$ cat config.mk
export PLATFORM = sky130hd
export DESIGN_NAME = add_rr_arbiter
export DESIGN_NICKNAME = d
export VERILOG_FILES = /design/src/rtl/add_rr_arbiter.sv
export SDC_FILE = /design/constraint.sdc
export NUM_CORES = 1
export LEC_CHECK = 0
export BUFFER_PORTS_ARGS = -buffer_cell sky130_fd_sc_hd__buf_4
export CORE_MARGIN = 2
export CORE_UTILIZATION = 30
export CTS_CLUSTER_SIZE = 30
export DETAILED_ROUTE_END_ITERATION = 8
export GPL_ROUTABILITY_DRIVEN = 1
export HOLD_SLACK_MARGIN = 0.1
export SYNTH_ARGS = -nofsm -noshare
export SYNTH_HDL_FRONTEND = slang
export SYNTH_SLANG_ARGS = --single-unit
$ cat constraint.sdc
create_clock -name clk -period 2.3 [get_ports clk]
set_input_delay 0.115 -clock clk [delete_from_list [all_inputs] [get_ports clk]]
set_output_delay 0.115 -clock clk [all_outputs]
set_load 0.05 [all_outputs]
$ cat src/rtl/add_rr_arbiter.sv
// Round-robin burst arbiter: drains NUM_IN add_fifo heads onto one registered
// valid/ready channel, holding each grant for up to MAX_BURST words.
module add_rr_arbiter #(
    parameter int NUM_IN     = 4,
    parameter int DATA_WIDTH = 8,
    parameter int MAX_BURST  = 4
) (
    input  logic                         clk,
    input  logic                         rst_n,
    input  logic                         arb_en,
    input  logic [NUM_IN-1:0]            fifo_empty,
    input  logic [NUM_IN*DATA_WIDTH-1:0] fifo_data,
    output logic [NUM_IN-1:0]            fifo_rd,
    output logic                         out_valid,
    input  logic                         out_ready,
    output logic [DATA_WIDTH-1:0]        out_data,
    output logic [$clog2(NUM_IN)-1:0]    out_src,
    output logic                         busy
);
    localparam int IDX_W = $clog2(NUM_IN);
    localparam int CNT_W = $clog2(MAX_BURST + 1);
    localparam logic [IDX_W-1:0] LAST_IDX  = IDX_W'(NUM_IN - 1);
    localparam logic [CNT_W-1:0] LAST_BEAT = CNT_W'(MAX_BURST - 1);

    typedef enum logic {IDLE, BURST} state_t;

    state_t                  state, state_nxt;
    logic [IDX_W-1:0]        rr_ptr, rr_ptr_nxt;
    logic [IDX_W-1:0]        grant, grant_nxt, grant_inc;
    logic [CNT_W-1:0]        beat_cnt, beat_cnt_nxt;
    logic [IDX_W-1:0]        sel_idx, sel_hi, sel_lo;
    logic                    sel_found, hi_found;
    logic                    can_load, head_empty, pop;
    logic [DATA_WIDTH-1:0]   head_data;

    assign can_load  = !out_valid || out_ready;
    assign pop       = rst_n && (state == BURST) && can_load && !head_empty;
    assign grant_inc = (grant == LAST_IDX) ? '0 : grant + IDX_W'(1);
    assign busy      = (state == BURST);

    // Head of the granted FIFO, selected by comparison so no variable slicing is needed.
    always_comb begin
        // NOTE: every combinational output gets a default first so no latch is inferred.
        head_empty = 1'b1;
        head_data  = '0;
        fifo_rd    = '0;
        for (int i = 0; i < NUM_IN; i++) begin
            if (grant == IDX_W'(i)) begin
                head_empty = fifo_empty[i];
                head_data  = fifo_data[i*DATA_WIDTH +: DATA_WIDTH];
                fifo_rd[i] = pop;
            end
        end
    end

    // Round-robin pick: lowest requester at or above rr_ptr, else lowest overall.
    always_comb begin
        sel_hi    = '0;
        sel_lo    = '0;
        hi_found  = 1'b0;
        sel_found = 1'b0;
        for (int i = NUM_IN - 1; i >= 0; i--) begin
            if (!fifo_empty[i]) begin
                sel_lo    = IDX_W'(i);
                sel_found = 1'b1;
                if (IDX_W'(i) >= rr_ptr) begin
                    sel_hi   = IDX_W'(i);
                    hi_found = 1'b1;
                end
            end
        end
        sel_idx = hi_found ? sel_hi : sel_lo;
    end

    always_comb begin
        state_nxt    = state;
        rr_ptr_nxt   = rr_ptr;
        grant_nxt    = grant;
        beat_cnt_nxt = beat_cnt;
        unique case (state)
            IDLE: begin
                if (arb_en && sel_found) begin
                    grant_nxt    = sel_idx;
                    beat_cnt_nxt = '0;
                    state_nxt    = BURST;
                end
            end
            BURST: begin
                if (head_empty) begin
                    state_nxt  = IDLE;
                    rr_ptr_nxt = grant_inc;
                end else if (pop) begin
                    beat_cnt_nxt = beat_cnt + CNT_W'(1);
                    if (beat_cnt == LAST_BEAT) begin
                        state_nxt  = IDLE;
                        rr_ptr_nxt = grant_inc;
                    end
                end
            end
            default: ;
        endcase
    end

    always_ff @(posedge clk) begin
        // NOTE: sequential state uses non-blocking assignments so every register samples pre-edge values.
        if (!rst_n) begin
            state     <= IDLE;
            rr_ptr    <= '0;
            grant     <= '0;
            beat_cnt  <= '0;
            out_valid <= 1'b0;
            out_data  <= '0;
            out_src   <= '0;
        end else begin
            state    <= state_nxt;
            rr_ptr   <= rr_ptr_nxt;
            grant    <= grant_nxt;
            beat_cnt <= beat_cnt_nxt;
            if (pop) begin
                out_data  <= head_data;
                out_src   <= grant;
                out_valid <= 1'b1;
            end else if (out_valid && out_ready) begin
                out_valid <= 1'b0;
            end
        end
    end
endmodule

======== Word level (Yosys, flattened, before mapping) ========
Cells that the tools add are included.
storage, ports and cells
  register bits ........................... 19
  output and inout bits ................... 16
operators by class
  add/subtract/negate cells ............... 2
  $lt $le $gt $ge ......................... 4
  eq/ne operators ......................... 7
  multiplexer cells ....................... 52
  bitwise logic cells ..................... 1
  reductions and logical operators ........ 15
operators by type and width
  cell                 number
  $mux 2               17
  $mux 8               4
  $mux 1               26
  $mux 3               3
  $pmux 3 s2           1
  $reduce_and 3->1     2
  $reduce_bool 2->1    3
  $logic_and 1x1->1    5
  $eq 2x2->1 const B   2
  $ge 1x2->1 const A   2
  $ge 2x2->1 const A   2
  $ne 2x2->1 const B   2
  $add 3x1->3 const B  1
  $eq 3x2->1 const B   1
  $add 2x1->2 const B  1
  $eq 2x1->1 const B   1
  $logic_not 1->1      2
  $logic_not 2->1      1
  $ne 2x1->1 const B   1
  $pmux 1 s2           1
  $reduce_and 2->1     1
  $logic_or 1x1->1     1
  $not 1->1            1

======== Logic depth before layout (Yosys ltp) ========
  word-level depth ........................ 10
  gate-level depth with buffers ........... 9
  depth with buffers taken out ............ 6

======== Worst setup path after synthesis ========
OpenSTA, ideal clock, no wires.
  path type ............................... register -> output
  start ................................... register state, in the netlist busy
  end ..................................... output port fifo_rd[0]
  arrival time ............................ 2.327 ns
  data required time ...................... 2.185 ns
  setup slack ............................. -0.142 ns
  stages on the path, launching flop included .. 7
  path buffers ............................ 2
  cells stage by stage .................... dfxtp_1 > nand2_1 > or2_0 > or3_1 > buf_6 > buf_8 > nor2_1
between the ends
  longest elaborated chain between the ends .. 4
RTL lines
  element                          line  text
  start: declaration               27    state_t state, state_nxt;
  start signal: assignment         115   state <= state_nxt;
  $logic_and 1x1->1 (3 in series)  37    assign pop = rst_n && (state == BURST) && can_load && !head_empty;
  $mux 1                           48    if (grant == IDX_W'(i)) begin
  end: declaration                 13    output logic [NUM_IN-1:0] fifo_rd,
No other way between the ends.

======== Worst setup path in the final report ========
  start ................................... register grant[0]
  end ..................................... output port fifo_rd[1]
between the ends
  longest elaborated chain between the ends .. 8
RTL lines
  element                   line  text
  start: declaration        29    logic [IDX_W-1:0] grant, grant_nxt, grant_inc;
  start signal: assignment  117   grant <= grant_nxt;
  $logic_not 2->1           48
  $mux 1 (4 in series)      48
  $logic_not 1->1           37
  $logic_and 1x1->1         37
  $mux 1 (*)                48
Mark *: on every way between the ends. The rest lies on a longest branch, timed or not.

==> flow_summary.json <==
{
  "finalNonFillerCells": 259,
  "ir_drop_mv": 0.355,
  "setup_viol": 0,
  "root_buffer": "clkbuf_8",
  "drv_slew": 0,
  "diodes": 0,
  "syn_nets": 197,
  "layout_commonest_cell": "buf_4",
  "routedWlPerCell_um": 13.0,
  "hp-class": "input port to register",
  "startpoint_type": "register",
  "nNetsFinal": 256,
  "tns_ns": 0,
  "seqPwrFrac_pct": 41.4,
  "coreArea_um2": 4030,
  "insertion_delay_ns": 0.25,
  "crit_slowest_cell": "dfxtp_2",
  "hold_viol": 0,
  "vias": 1275,
  "wirelength_um": 3370,
  "leakagePower_nw": 0.914,
  "die_h_um": 68.8,
  "path_clk_slew_ns": 0.07,
  "drc": 0,
  "cts_tree": "yes",
  "critical-path-max-stage-delay_ns": 0.39,
  "io_pins": 56,
  "clock-sinks": 19,
  "grt_pass1_wl_um": 5380,
  "overflow": 0,
  "period_needed_ns": 2.18,
  "cts_buffers": 3,
  "seq_area_frac_synth_pct": 30.2,
  "initial_core_util_pct": 31.3,
  "drtPass1Iterations": 4,
  "swShare_pct": 30.3,
  "ys_ff_latch": 19,
  "crit_fanout": 9,
  "r2r_slack_ns": 0.31,
  "outcome": "finished, final reports clean",
  "syn_area_um2": 1260,
  "p_switching_mw": 0.265,
  "rsz0062_at_grt": "false",
  "nFillCells": 417,
  "place_inst": 254,
  "power.density_nw_per_um2": 482,
  "timing.hold.ws_ns": 0.140,
  "grt_max_degree": 24,
  "crit_chain": "inv_1 -> ha_1 -> nor2b_4 -> a2111oi_4 -> or3_1 -> buf_4 -> nor2_1 -> buf_4",
  "max_freq_mhz": 458,
  "dp_hpwl_um": 2640,
  "antenna_found_initial": 0,
  "post-place-ws_ns": 0.242,
  "htree_levels": 1,
  "io_buffers": 55,
  "cts_hold_buffers": 0,
  "synthesis.instances": 151,
  "grt_pass1_vias": 1156,
  "p_clk_share_pct": 26.5,
  "cts_buffer_depth": 2,
  "die_area_um2": 4730,
  "drive_gt1_share_pct": 35.9,
  "drtIter0Drc": 57,
  "path_common_cell": "buf_4",
  "avgSynthCellArea_um2": 8.34,
  "p_int_mw": 0.608,
  "place_congestion": 0.734,
  "yosysWarnings": 0,
  "fin_crit_sh_pct": 95.0,
  "via_per_inst": 4.92,
  "maxCapViolCount": 0,
  "required_ns": 2.18,
  "crit_type": "register to output pin",
  "die_x_um": 68.8,
  "fin_skew_ns": 0.00351,
  "synthDistinctLibCells": 35,
  "rows": 23,
  "final_cell_mix": "buf_4 (61), nand2_1 (19), dfxtp_1 (18)",
  "fin_ws_ns": 0.115,
  "arrival_ns": 2.07,
  "relSlewSlack_pct": 64.0,
  "antenna_left": 0,
  "grt_usage_pct": 15.1,
  "power_frac_comb_pct": 32.0,
  "syn_to_final_growth_pct": 43.8,
  "cp-end-kind": "output pin",
  "worst_pin_slew_ns": 0.539
}
-- critical path, delay by kind of cell (launching register included) --
| kind | cells | cell delay, ns |
|---|---|---|
| AOI/OAI and AO/OA | 1 | 0.34 |
| and+or+nand+nor | 3 | 0.37 |
| adders and majority gates | 1 | 0.23 |
| DFF | 1 | 0.39 |
| buffers and inverters | 3 | 0.47 |
-- sequential cells by signal, indices dropped and copies added (netlist names) --
| register | flops |
|---|---|
| out_data | 8 |
| beat_cnt | 3 |
| rr_ptr | 2 |
| out_src | 2 |
| grant | 2 |
| out_valid | 1 |
| busy | 1 |
-- power by group through the flow --
stage               Sequential [mW]  Combinational [mW]  Clock, mW
floorplan                     0.402               0.136          0
global placement              0.368               0.273          0
detailed placement            0.368               0.274          0
CTS                           0.360               0.278      0.240
global route                  0.364               0.305      0.262
finish                        0.362               0.280      0.232
-- timing repair --
| action | 4_1_cts | 5_1_grt |
|---|---|---|
| setup endpoints to repair | 3 | 3 |
| gates resized for setup | 0 | 10 |
| setup buffers | 1 | 0 |
| gates cloned | 0 | 0 |
-- path summary, 6_finish.rpt --
check                                 from                        to  depth (start not counted)
setup / recovery     grant[0]$_SDFFE_PN0P_                fifo_rd[1]                          8
hold / removal                   out_ready    out_valid$_SDFFE_PN0P_                          4
setup reg to reg     grant[0]$_SDFFE_PN0P_  beat_cnt[1]$_SDFFE_PN0P_                          7
hold reg to reg   out_data[4]$_SDFFE_PN0P_  out_data[4]$_SDFFE_PN0P_                          2
-- logic make-up (layout without fill, tap and decap cells) --
logic type	after synthesis	in the layout	synth area share [%]
AO/OA/AOI/OAI	41	41	25.0
buffers and inverters	27	85	10.3
AND/OR/NAND/NOR	45	45	18.1
adder cells (fa/ha/maj)	6	6	5.96
flip-flops	19	19	30.2
multiplexers	13	13	10.4
-- cells in the mapped netlist --
master	count	share of area, %
o21a_1	1	0.60
a2111oi_4	1	2.2
nor3_1	1	0.40
nor2b_1	2	0.99
a2111oi_0	1	0.70
ha_1	6	6.0
nor2b_4	1	1.1
o2bb2ai_1	1	0.70
o31ai_1	1	0.60
or2_2	1	0.50
nor3b_1	2	1.2
a221o_1	8	6.4
or2_0	1	0.50
buf_2	2	0.79
nand2_1	19	5.7
mux2i_1	12	9.5
nand4_1	1	0.50
buf_8	1	1.2
a22oi_1	8	4.8
nand2b_1	2	0.99
a31oi_1	1	0.50
nand3_1	6	2.4
or4_1	2	1.2
dfxtp_1	19	30
nor2_1	4	1.2
inv_1	17	5.1
a32oi_1	2	1.4
o21ai_0	4	1.6
buf_6	2	1.8
and3_1	2	0.99
a21oi_1	12	4.8
or3_1	1	0.50
o41a_1	1	0.89
clkbuf_1	5	1.5
mux2_1	1	0.89
-- layout make-up --
type	count	area, um^2	area share (%)
multi-input cells	105	767	42.3
inverters	17	63.8	3.52
repair buffers	64	492	27.1
clock buffers	4	45.0	2.49
well taps	50	62.6	3.45
flip-flops and latches	19	382	21.1
-- layer usage --
layer  routed length [um]  GRT usage (%)
met1                 1560           19.8
met5                    0              0
met3                  295           4.38
met2                 1500           25.4
met4                    8           1.47
-- metrics by stage --
step	cell area [um^2]	utilization, %	total power [mW]
global route	1810	45.0	0.931
global placement	1730	42.9	0.640
floorplan	1260	-	0.538
CTS	1780	44.2	0.878
finish	1810	45.0	0.873
detailed placement	1730	42.9	0.642
Note: power is estimated with default switching activity, not from simulation.
